### src/rtl/register_write_queue.sv
// Write-back queue feeding register file port 3: FIFO of (selector, value), one retire per clock, forwarding lookups.
// Define REG_WRITE_QUEUE_BYPASS_EN to let a request skip the empty FIFO straight into the output stage.
module register_write_queue #(
  parameter int DEPTH = 4,
  localparam int PTR_W = $clog2(DEPTH)
) (
  input  logic             clock,
  input  logic             reset,
  input  logic             in_valid,
  output logic             in_ready,
  input  logic [4:0]       in_selector,
  input  logic [31:0]      in_value,
  input  logic             hold,
  output logic             write_enable_3,
  output logic [4:0]       selector_3,
  output logic [31:0]      value_3,
  input  logic [4:0]       lookup_selector_1,
  input  logic [4:0]       lookup_selector_2,
  output logic             lookup_hit_1,
  output logic             lookup_hit_2,
  output logic [31:0]      lookup_value_1,
  output logic [31:0]      lookup_value_2,
  output logic [PTR_W:0]   count,
  output logic             full,
  output logic             empty
);

  logic [4:0]       sel_mem_q [DEPTH];
  logic [31:0]      val_mem_q [DEPTH];
  logic [PTR_W-1:0] wr_ptr_q, wr_ptr_d, rd_ptr_q, rd_ptr_d;
  logic [PTR_W:0]   count_q, count_d;
  logic             we_q, we_d;
  logic [4:0]       sel_q, sel_d;
  logic [31:0]      val_q, val_d;
  logic             push, enq, pop, bypass;

  assign full           = (count_q == (PTR_W+1)'(DEPTH));
  assign empty          = (count_q == '0);
  assign in_ready       = !full;
  assign count          = count_q;
  assign write_enable_3 = we_q;
  assign selector_3     = sel_q;
  assign value_3        = val_q;

  assign push = in_valid && in_ready;
  assign pop  = !empty && !hold;
`ifdef REG_WRITE_QUEUE_BYPASS_EN
  assign bypass = empty && !hold && in_valid && (in_selector != 5'd0);
`else
  assign bypass = 1'b0;
`endif
  // Writes to $0 are accepted but dropped since that register is hard-wired.
  assign enq = push && (in_selector != 5'd0) && !bypass;

  always_comb begin
    wr_ptr_d = wr_ptr_q;
    rd_ptr_d = rd_ptr_q;
    count_d  = count_q;
    we_d     = 1'b0;
    sel_d    = sel_q;
    val_d    = val_q;
    if (enq) wr_ptr_d = wr_ptr_q + 1'b1;
    if (pop) begin
      rd_ptr_d = rd_ptr_q + 1'b1;
      we_d     = 1'b1;
      sel_d    = sel_mem_q[rd_ptr_q];
      val_d    = val_mem_q[rd_ptr_q];
    end else if (bypass) begin
      we_d  = 1'b1;
      sel_d = in_selector;
      val_d = in_value;
    end
    case ({enq, pop})
      2'b10:   count_d = count_q + 1'b1;
      2'b01:   count_d = count_q - 1'b1;
      default: count_d = count_q;
    endcase
  end

  always_ff @(posedge clock or posedge reset) begin
    if (reset) begin
      wr_ptr_q <= '0;
      rd_ptr_q <= '0;
      count_q  <= '0;
      we_q     <= 1'b0;
      sel_q    <= '0;
      val_q    <= '0;
    end else begin
      wr_ptr_q <= wr_ptr_d;
      rd_ptr_q <= rd_ptr_d;
      count_q  <= count_d;
      we_q     <= we_d;
      sel_q    <= sel_d;
      val_q    <= val_d;
    end
  end

  // Storage needs no reset: entries outside [rd_ptr, rd_ptr+count) are never observed.
  always_ff @(posedge clock) begin
    if (enq) begin
      sel_mem_q[wr_ptr_q] <= in_selector;
      val_mem_q[wr_ptr_q] <= in_value;
    end
  end

  // Scan oldest to newest so the youngest match overwrites older ones.
  function automatic logic [32:0] lookup(input logic [4:0] s);
    logic [32:0]      r;
    logic [PTR_W-1:0] idx;
    r = '0;
    if (s != 5'd0) begin
      if (we_q && (sel_q == s)) r = {1'b1, val_q};
      for (int i = 0; i < DEPTH; i++) begin
        idx = rd_ptr_q + PTR_W'(i);
        if (((PTR_W+1)'(i) < count_q) && (sel_mem_q[idx] == s)) r = {1'b1, val_mem_q[idx]};
      end
    end
    return r;
  endfunction

  always_comb begin
    {lookup_hit_1, lookup_value_1} = lookup(lookup_selector_1);
    {lookup_hit_2, lookup_value_2} = lookup(lookup_selector_2);
  end

endmodule

### config.mk
export PLATFORM = sky130hd
export DESIGN_NAME = register_write_queue
export DESIGN_NICKNAME = d
export VERILOG_FILES = /design/src/rtl/register_write_queue.sv
export SDC_FILE = /design/constraint.sdc
export NUM_CORES = 1
export LEC_CHECK = 0
export ABC_AREA = 1
export CAP_MARGIN = 30
export CORE_MARGIN = 3
export CORE_UTILIZATION = 35
export CTS_CLUSTER_DIAMETER = 50
export DETAILED_ROUTE_END_ITERATION = 8
export GPL_TIMING_DRIVEN = 0
export PLACE_DENSITY_LB_ADDON = 0.2
export SLEW_MARGIN = 15
export SYNTH_ARGS = -nofsm -noshare
export SYNTH_HDL_FRONTEND = slang
export SYNTH_SLANG_ARGS = --single-unit
### constraint.sdc
create_clock -name clock -period 9.4 [get_ports clock]
set_clock_uncertainty 0.2 [all_clocks]
set_input_delay 1.88 -clock clock [delete_from_list [all_inputs] [get_ports clock]]
set_output_delay 1.88 -clock clock [all_outputs]
set_load 0.02 [all_outputs]
==> flow_summary.ini <==
[sta]
finalCriticalPeriod_ns = 7.23
hold_viol_final = 0
fmax_ghz = 0.138
fin_crit_sh = 0.769
grt_setup_unrepaired = no
worst_slew_pin_slew_ns = 0.869
fin_setup_tns_ns = 0
setup-violations-final = 0
timing.final.max_slew_violations = 0
max_slew_margin = 0.419

[critical_path]
critPathTopFamily = buffers and inverters
worstPathArrival_ns = 5.15
cp_num_buf_inv = 4
crit_path_end_kind = output pin
r2r_end = count[2]$_DFFE_PP0P_
worstPathRequired_ns = 7.32
max_stage_delay_ns = 0.68
crit_fanout = 10
r2r-start = count[0]$_DFFE_PP0P_
cpMostUsedCell = nand3_1
crit_type = in -> out
critPathSlowestCell = clkdlybuf4s50_1
r2r_slack_ns = 5.94
worst_setup_path_start_kind = input pin
reg2reg_depth = 12
path_cells = clkdlybuf4s50_1, clkbuf_1, nor2_1, nor2_1, buf_2, nand3_1, nand3_1, nand3_1, a21oi_1, clkdlybuf4s50_1

[yosys]
synth_area_leaders = edfxtp_1 (31%), nand2_1 (17%), o21ai_0 (10%), dfrtp_1 (7.9%), nor2_1 (7.6%)
synthCells = 2166
ys_types = 35
synth_area_per_cell_um2 = 6.62
synth_fp_nets = 2226
synth_top_area_cell = edfxtp_1
yosysWarnings = 0
synth_top_cell_area_share = 0.310
ys_ff_latch = 193
syn_area_mm2 = 0.0143
synth.yosys.seq_area_share = 0.389

[floorplanning]
initial_utilization = 0.357
dieWidth_um = 208
num_rows = 73
ioPinCount = 161
die_y_um = 208
dieArea_mm2 = 0.0434
core_mm2 = 0.0401

[final_layout]
drive_gt1_frac = 0.0542
final_nets = 2408
finalCoreUtilization = 0.432
n_fill_cell = 4098
multi_input_area_mm2 = 0.00738
fin_cells = 2885
regArea_mm2 = 0.00557
syn2layout_area_growth_pct = 20.8
antenna_cells = 0

[cts]
tritoncts = done
cts_hold_buf = 0
cts_resized = 0
post-cts-setup-buffer-count = 0
clock-sinks = 193
clock_latency_ns = 0.47
root_buffer = clkbuf_16
clk_path_buf_depth = 2
cts_made_buffers = 17
cts-htree-levels = 4
clkTransAtPathRegs_ns = 0.07

[global_route]
grt_max_degree = 32
antenna_found_initial = 0
grt_pass1_vias = 13386
grt.overflow.total = 0
grt_pass1_wl_mm = 85.6
track_usage = 0.261

[power_and_ir_drop]
peakVddDrop_v = 0.000169
power_mw = 6.55
p_int_mw = 2.88
switching_power_mw = 3.67
comb_power_share = 0.696
leakage_nw = 7.43
seqPwrFrac = 0.194
swShare = 0.561
clkPwrFrac = 0.110
cellPowerDensity_mw_per_mm2 = 379

[detailed_routing]
vias_per_cell = 5.23
drc = 0
postRouteAntennaNets = 0
first_pass_iters = 6
drtIter0Drc = 1862
post_drt_wl_per_cell_um = 20.3
wirelength_mm = 58.5
vias = 15088

[placement]
hpwlAfterDp_mm = 48.2
io_buffers = 157
gp_congestion = 0.951
dpl.cell_count = 2854

[min_path]
min_to = count[1]$_DFFE_PP0P_
hp-class = reg -> reg
hold_path.startpoint = count[1]$_DFFE_PP0P_
whs_path_depth = 2

[job]
maxCapViolations = 0

[outcome]
status = finished clean
## power groups by stage
| stage | sequential, mW | combinational (mW) | clock (mW) |
|---|---|---|---|
| floorplan | 1.36 | 2.49 | 0 |
| CTS | 1.27 | 4.44 | 0.737 |
| finish | 1.27 | 4.56 | 0.721 |
| global route | 1.29 | 4.88 | 0.775 |
| global placement | 1.30 | 4.33 | 0 |
| detailed placement | 1.29 | 4.43 | 0 |
## area by class of cell
| type | count | area share |
|---|---|---|
| timing repair buffer | 163 | 0.0986 |
| tap | 525 | 0.0380 |
| clock buffer | 17 | 0.0246 |
| buffer | 149 | 0.0441 |
| sequential | 193 | 0.322 |
| clock inverter | 14 | 0.00839 |
| inverter | 173 | 0.0380 |
| multi-input combinational | 1651 | 0.427 |
## cell usage in the layout (no fill, tap or decap), types with 40 or more instances in the layout
cell type        netlist  final
o21ai_0              299    299
edfxtp_1             148    148
nand3_1              215    215
inv_1                168    167
buf_2                 40     40
dfrtp_1               45     45
nand2_1              661    661
a21oi_1               74     74
clkdlybuf4s50_1        0    157
nor2_1               289    285
clkbuf_1              73     73
## worst max-delay path by stage
| stage | cells after the start | end | from |
|---|---|---|---|
| final | 10 | lookup_value_1[1] | lookup_selector_1[3] |
| after global routing | 12 | lookup_value_1[2] | lookup_selector_1[3] |
| after CTS | 10 | lookup_value_1[1] | lookup_selector_1[3] |
| after detailed placement | 10 | lookup_value_1[1] | lookup_selector_1[3] |
| after global placement | 10 | lookup_value_1[1] | lookup_selector_1[3] |
| after floorplan | 10 | lookup_value_1[16] | lookup_selector_1[2] |
## worst min-delay path, stage by stage (launching register included)
cell	delay, ns
dfrtp_1	0.42
nand2_1	0.06
o21ai_0	0.06
## routing by layer
metal / up-vias / global-route usage / share of wire
met5: - / 0 / 0
met4: 0 / 0.0598 / 0.018
met3: 48 / 0.0470 / 0.094
met2: 758 / 0.367 / 0.41
met1: 6890 / 0.413 / 0.48
li1: 7392 / - / -
## cells in the mapped netlist
master / number
nand3_2: 6
edfxtp_1: 148
xor2_1: 12
dfrtp_1: 45
o311ai_2: 1
inv_4: 3
o22ai_1: 5
nor2_1: 289
nor3_1: 5
inv_1: 168
nand4_1: 8
or2_1: 13
buf_6: 14
nand2_1: 661
xor2_2: 1
nor2_2: 1
clkbuf_1: 73
o21ai_1: 22
nor2_4: 2
buf_4: 13
mux2i_1: 2
o21ai_2: 1
o21a_1: 2
buf_2: 40
and3_1: 1
nand3_1: 215
o21ai_0: 299
or3_1: 1
or2_0: 14
a21oi_1: 74
buf_1: 9
or2_2: 4
ha_1: 9
inv_2: 2
xnor2_1: 3
## kinds of logic (layout without fill, tap and decap cells)
kind of cell / count (synthesis) / count (layout) / share of synthesized area
and+or+nand+nor: 1220 / 1220 / 0.350
AOI/OAI and AO/OA: 404 / 404 / 0.143
adders and majority gates: 9 / 9 / 0.00786
buffers and inverters: 322 / 516 / 0.0991
DFF: 193 / 193 / 0.389
xor gates and xnor gates: 16 / 16 / 0.0103
muxes: 2 / 2 / 0.00140
## state kept, by name, indices dropped and copies added, names as in the netlist
register        cells
val_mem_q         128
value_3            32
sel_mem_q          20
selector_3          5
count               3
rd_ptr_q            2
wr_ptr_q            2
write_enable_3      1
## through the flow
stage	worst slack [ns]	hold WS (ns)	area (µm²)
2_1_floorplan	3.91	0.357	14300
3_3_place_gp	2.16	0.352	16600
3_5_place_dp	2.15	0.360	16700
4_1_cts	2.13	0.377	17300
5_1_grt	2.03	0.417	17300
6_report	2.17	0.377	17300
No activity file was read; power rests on OpenSTA's default activity.
